==> src/rtl/ntt_bram_stream_io.sv <==
// ntt_bram_stream_io
// Streaming load/unload front-end for the NTT coefficient BRAM.
//   Load:   accepts N = 2^AW words on in_valid/in_ready and writes them to the
//           BRAM, optionally at bit-reversed addresses.
//   Unload: reads the N words in natural order and streams them out on
//           out_valid/out_ready. A 2-entry buffer absorbs the one-cycle BRAM
//           read latency and downstream backpressure.
// Ports:
//   clk, rst                 clock, synchronous active-high reset
//   start_load/start_unload  one-cycle frame requests (load wins if both)
//   in_valid/in_data/in_ready         input stream
//   out_valid/out_data/out_ready/out_last  output stream
//   ram_wr_en/ram_wr_addr/ram_wr_din  BRAM write port
//   ram_rd_addr/ram_rd_dout           BRAM read port (data one cycle after address)
//   busy, load_done, unload_done      status
module ntt_bram_stream_io #(
    parameter int DW     = 18,
    parameter int AW     = 6,
    parameter int BITREV = 1
) (
    input  logic          clk,
    input  logic          rst,
    input  logic          start_load,
    input  logic          start_unload,
    input  logic          in_valid,
    input  logic [DW-1:0] in_data,
    output logic          in_ready,
    output logic          out_valid,
    output logic [DW-1:0] out_data,
    input  logic          out_ready,
    output logic          out_last,
    output logic          ram_wr_en,
    output logic [AW-1:0] ram_wr_addr,
    output logic [DW-1:0] ram_wr_din,
    output logic [AW-1:0] ram_rd_addr,
    input  logic [DW-1:0] ram_rd_dout,
    output logic          busy,
    output logic          load_done,
    output logic          unload_done
);

    localparam logic [AW:0] N_CNT = (AW+1)'(1 << AW);
    localparam logic [AW:0] LAST_CNT = N_CNT - 1'b1;

    typedef enum logic [1:0] {IDLE, LOAD, UNLOAD} state_t;

    state_t        state_reg;
    logic [AW:0]   lcnt_reg;
    logic [AW:0]   icnt_reg;
    logic [AW:0]   pcnt_reg;
    logic [DW-1:0] buf_reg [2];
    logic          wptr_reg;
    logic          rptr_reg;
    logic [1:0]    count_reg;
    logic          inflight_reg;
    logic [AW-1:0] rd_addr_reg;
    logic          load_done_reg;
    logic          unload_done_reg;

    logic [AW-1:0] lcnt_rev;
    logic          wr_hs;
    logic          pop;
    logic          issue;
    logic [2:0]    occ_next;

    // Bit-reversed view of the load counter.
    generate
        for (genvar gi = 0; gi < AW; gi++) begin : g_rev
            if (BITREV != 0) begin : g_on
                assign lcnt_rev[gi] = lcnt_reg[AW-1-gi];
            end else begin : g_off
                assign lcnt_rev[gi] = lcnt_reg[gi];
            end
        end
    endgenerate

    assign in_ready    = (state_reg == LOAD);
    assign wr_hs       = in_ready && in_valid;
    assign ram_wr_en   = wr_hs;
    assign ram_wr_addr = lcnt_rev;
    assign ram_wr_din  = in_data;

    assign out_valid = (count_reg != 2'd0);
    assign out_data  = buf_reg[rptr_reg];
    assign out_last  = out_valid && (pcnt_reg == LAST_CNT);
    assign pop       = out_valid && out_ready;

    // Occupancy after this cycle's pop: buffered words plus the read in flight.
    // A new read may issue only if it will still have a slot when it lands.
    assign occ_next = 3'({1'b0, count_reg}) + 3'(inflight_reg) - 3'(pop);
    assign issue    = (state_reg == UNLOAD) && (icnt_reg < N_CNT) && (occ_next < 3'd2);

    // Address is presented combinationally in the issue cycle and held otherwise.
    assign ram_rd_addr = issue ? icnt_reg[AW-1:0] : rd_addr_reg;

    assign busy        = (state_reg != IDLE);
    assign load_done   = load_done_reg;
    assign unload_done = unload_done_reg;

    always_ff @(posedge clk) begin
        if (rst) begin
            state_reg       <= IDLE;
            lcnt_reg        <= '0;
            icnt_reg        <= '0;
            pcnt_reg        <= '0;
            wptr_reg        <= 1'b0;
            rptr_reg        <= 1'b0;
            count_reg       <= 2'd0;
            inflight_reg    <= 1'b0;
            rd_addr_reg     <= '0;
            load_done_reg   <= 1'b0;
            unload_done_reg <= 1'b0;
        end else begin
            load_done_reg   <= 1'b0;
            unload_done_reg <= 1'b0;
            inflight_reg    <= issue;

            if (issue) begin
                rd_addr_reg <= icnt_reg[AW-1:0];
                icnt_reg    <= icnt_reg + 1'b1;
            end

            if (inflight_reg) begin
                buf_reg[wptr_reg] <= ram_rd_dout;
                wptr_reg          <= ~wptr_reg;
            end
            if (pop) begin
                rptr_reg <= ~rptr_reg;
                pcnt_reg <= pcnt_reg + 1'b1;
            end
            count_reg <= count_reg + 2'(inflight_reg) - 2'(pop);

            case (state_reg)
                IDLE: begin
                    if (start_load) begin
                        state_reg <= LOAD;
                        lcnt_reg  <= '0;
                    end else if (start_unload) begin
                        state_reg <= UNLOAD;
                        icnt_reg  <= '0;
                        pcnt_reg  <= '0;
                        wptr_reg  <= 1'b0;
                        rptr_reg  <= 1'b0;
                        count_reg <= 2'd0;
                    end
                end
                LOAD: begin
                    if (wr_hs) begin
                        lcnt_reg <= lcnt_reg + 1'b1;
                        if (lcnt_reg == LAST_CNT) begin
                            state_reg     <= IDLE;
                            load_done_reg <= 1'b1;
                        end
                    end
                end
                UNLOAD: begin
                    if (pop && (pcnt_reg == LAST_CNT)) begin
                        state_reg       <= IDLE;
                        unload_done_reg <= 1'b1;
                    end
                end
                default: state_reg <= IDLE;
            endcase
        end
    end

endmodule

==> config.mk <==
export PLATFORM = sky130hd
export DESIGN_NAME = ntt_bram_stream_io
export DESIGN_NICKNAME = d
export VERILOG_FILES = /design/src/rtl/ntt_bram_stream_io.sv
export SDC_FILE = /design/constraint.sdc
export NUM_CORES = 1
export LEC_CHECK = 0
export BUFFER_PORTS_ARGS = -buffer_cell sky130_fd_sc_hd__buf_4
export CAP_MARGIN = 15
export CORE_UTILIZATION = 25
export CTS_BUF_LIST = sky130_fd_sc_hd__clkbuf_16
export CTS_CLUSTER_DIAMETER = 40
export CTS_CLUSTER_SIZE = 20
export DETAILED_ROUTE_END_ITERATION = 10
export GPL_TIMING_DRIVEN = 0
export PLACE_DENSITY = 0.53
export SLEW_MARGIN = 30
export SYNTH_ARGS = -nofsm -noshare
export SYNTH_HDL_FRONTEND = slang
export SYNTH_SLANG_ARGS = --single-unit
==> constraint.sdc <==
create_clock -name clk -period 3.15 [get_ports clk]
set_input_delay 0.63 -clock clk [delete_from_list [all_inputs] [get_ports clk]]
set_output_delay 0.63 -clock clk [all_outputs]
set_load 0.1 [all_outputs]
==> results by group <==
Status
  – Run status: finished, violations left
  – Failing checks: negative setup slack

STA
  – Worst Max-Slew Pin Slew: 0.8728 ns
  – Count of final max-slew check failures: 0
  – Setup Skew: 0.006440 ns
  – Setup TNS: -0.8481 ns
  – Final hold vios: 0
  – Tmin final: 3.307 ns
  – Setup violators final: 6
  – Final period utilization: 105.0%
  – Slew HR: 41.81%
  – Fin worst setup slack: -0.1574 ns
  – RSZ-0062 raised after global routing: true
  – Max Fclk: 302.4 MHz

GRT
  – First-pass GRT wire length: 11,210 µm
  – GR met2 Demand/Resource: 18.08%
  – Largest net degree at the start of global routing: 19
  – Grt met1 use: 13.25%
  – GRT Total Usage: 11.00%
  – Initial antenna violation count: 0
  – GRT overflow: 0
  – Met3 Use GR: 3.713%
  – Vias in the first global route: 2,290
  – Busiest grt layer: met2

Power and ir drop
  – Sequential power share: 40.9%
  – Leakage: 1.776 nW
  – Maximum vdd drop: 205.7 µV
  – Clk network pwr share: 36.1%
  – P per Cell Area: 518.5 nW/µm²
  – Switching pwr: 781.3 µW
  – Int Power: 1.695 mW
  – Comb power frac: 23.0%
  – Sw Ratio: 31.55%

Clock tree
  – Clock buffer count from CTS: 9
  – Clk slew on worst S/H paths: 0.05 ns
  – Clock latency on the worst-skew pair: 0.33 ns
  – CTS tree: built
  – Sink Count: 72
  – CTS Hold Bufs: 0
  – H-tree level count: 3
  – Clock Tree Root: clkbuf_16
  – Clk buf depth: 2

Final layout
  – Number of flip-flops in the largest register: 36
  – Most common cell after layout, fill and taps aside: buf_4
  – Share of cells above drive strength 1: 49.34%
  – Most frequent cells in the layout: buf_4 (108), edfxtp_1 (36), dfxtp_1 (34), a21oi_1 (20), mux2_2 (18)
  – N_diodes: 0
  – Fin area: 4776 µm²
  – Area growth syn-to-layout: 48.46%
  – # nets final: 423

Worst setup path
  – CP Cell Sequence: o21ai_4 -> buf_6 -> xnor2_2 -> ha_2 -> inv_2 -> fa_2 -> nor4bb_4 -> buf_8 -> nand3_4 -> nand2_8 -> buf_12
  – Largest fanout on the critical path: 7
  – Startpoint types: flip-flop
  – Crit path depth: 11
  – Setup crit start: count_reg[0]$_SDFF_PP0_
  – CP max stage cell: fa_2
  – WP data required: 2.52 ns
  – Worst setup path end: ram_rd_addr[0]
  – Reg-to-reg critical path endpoint: icnt_reg[6]$_SDFF_PP0_
  – R2R depth: 10
  – Crit-path max cell delay: 0.57 ns
  – Largest delay share family, worst path: adder cells
  – Buf/Inv on CP: 4
  – CP Class: reg2out
  – CP endpoint kind: primary output
  – CP Data Arrival Time: 2.68 ns
  – R2R Setup Slk: 0.56 ns
  – Worst r2r src: count_reg[0]$_SDFF_PP0_

Drt
  – Post-route DRC: 0
  – Routed len/inst: 12.61 µm
  – Vias per cell: 4.387
  – Drt total wl: 6974 µm
  – DRT iter0 DRCs: 95
  – Routed via count: 2,426
  – Pre-Repair DR Iteration Count: 4
  – ANT nets after route: 0

Placed design
  – DP HPWL: 4880 µm
  – Placer Congestion: 0.7943
  – Port bufs: 78
  – Area post-placement: 4178 µm²

Synthesis
  – Synth Flop Type: edfxtp_1
  – EDFF count, synth: 36
  – Synth Area per Inst: 11.61 µm²
  – Yosys warning total: 0
  – Gate Count Post-Synth: 277
  – Post-synthesis sequential area ratio: 56.01%
  – Syn_nets: 324
  – Ys async rst share: 0%
  – Flops & latches, synth: 72
  – Cell variety after synth: 45
  – Mapped cell area: 3217 µm²

Die
  – Die Ht: 115.4 µm
  – Starting density of the core: 25.59%
  – Core area: 12,570 µm²
  – I/O Pins: 97
  – FP Rows: 41
  – Die Wd: 115.4 µm
  – DIE AREA: 13,330 µm²

Flow run
  – Max Cap Violations: 0

Hold path
  – HP Class: in2reg
  – Hold path start: ram_rd_dout[3]
==> cell families (layout without fill, tap and decap cells) <==
| logic type | count (synthesis) | in the layout | share of synthesized area (%) |
|---|---|---|---|
| XOR/XNOR | 7 | 7 | 1.906 |
| multiplexers | 23 | 23 | 7.857 |
| adder cells (fa/ha/maj) | 5 | 5 | 2.178 |
| AO/OA/AOI/OAI | 48 | 48 | 8.441 |
| flip-flops | 72 | 72 | 56.01 |
| AND/OR/NAND/NOR | 78 | 78 | 15.17 |
| buffers and inverters | 44 | 148 | 8.440 |
==> routing by layer <==
layer,part of all wire (%),vias to the layer above
met5,0,-
met3,6.9,12
met1,45,1137
li1,-,1192
met4,1.5,0
met2,47,85
==> per-stage QoR <==
stage	setup WS (ns)	total power, mW	hold slack [ns]	util [%]	instances
floorplan	-0.05147	1.429	0.4449	-	277
global placement	-0.6964	1.535	0.4576	33.02	527
detailed placement	-0.4741	1.539	0.4680	33.24	530
CTS	-0.2028	2.505	0.4708	37.84	552
global route	-0.2887	2.580	0.4677	38.00	553
finish	-0.1574	2.476	0.4865	38.00	553
==> final cells by class <==
type                            count  area, µm²
Clock buffer                        9      225.2
Tap cell                          172      215.2
Timing Repair Buffer               88      735.7
Buffer                             36      282.8
Inverter                            8      30.03
Fill cell                        1252       7792
Sequential cell                    72       1809
Clock inverter                      7      41.29
Multi-Input combinational cell    161       1436
==> synthesized netlist by cell type (2+ instances only) <==
cell      count  area, µm²
dfxtp_1      36      720.7
edfxtp_1     36       1081
buf_4        25      187.7
a21oi_1      20      100.1
mux2_2       18      202.7
nand3_1      15      75.07
o21ai_0      15      75.07
nand2_1      13      48.80
nor2_1       10      37.54
inv_1         8      30.03
or4_1         7      52.55
clkbuf_1      6      22.52
mux2i_1       5      50.05
nor3_1        5      25.02
o31ai_1       5      37.54
or3_1         5      31.28
buf_2         4      20.02
ha_1          4      50.05
nand3b_1      4      30.03
xor2_1        4      35.03
or3b_1        3      26.28
xnor2_1       3      26.28
nand4b_1      2      17.52
nor4_1        2      12.51
o211ai_1      2      15.01
==> power groups by stage <==
stage / logic, mW / clock network (mW) / registers (mW)
floorplan: 0.399 / 0 / 1.03
global placement: 0.502 / 0 / 1.03
detailed placement: 0.506 / 0 / 1.03
CTS: 0.567 / 0.926 / 1.01
global route: 0.600 / 0.967 / 1.01
finish: 0.571 / 0.894 / 1.01
==> timing repair <==
action	4_1_cts	5_1_grt
gates cloned	0	0
setup buffers	6	1
endpoints found under the setup margin	6	6
resized for setup	52	2
pin swaps	6	0
==> how the worst min path moves through the flow <==
stage | to | slack [ns] | cells after the start
finish | buf_reg[1][3]$_DFFE_PP_ | 0.49 | 1
CTS | buf_reg[0][1]$_DFFE_PP_ | 0.47 | 1
global route | buf_reg[0][1]$_DFFE_PP_ | 0.47 | 1
detailed placement | icnt_reg[6]$_SDFF_PP0_ | 0.47 | 2
floorplan | icnt_reg[6]$_SDFF_PP0_ | 0.44 | 2
global placement | icnt_reg[6]$_SDFF_PP0_ | 0.46 | 2
==> worst reg2reg max path: cells and delay by family, from the launching register on <==
kind / cells / cell delay [ns]
AO/OA/AOI/OAI: 2 / 0.29
XOR/XNOR: 1 / 0.10
flip-flops: 1 / 0.35
AND/OR/NAND/NOR: 2 / 0.67
buffers and inverters: 3 / 0.34
adder cells (fa/ha/maj): 2 / 0.76
Power figures use the tool's default switching activity.
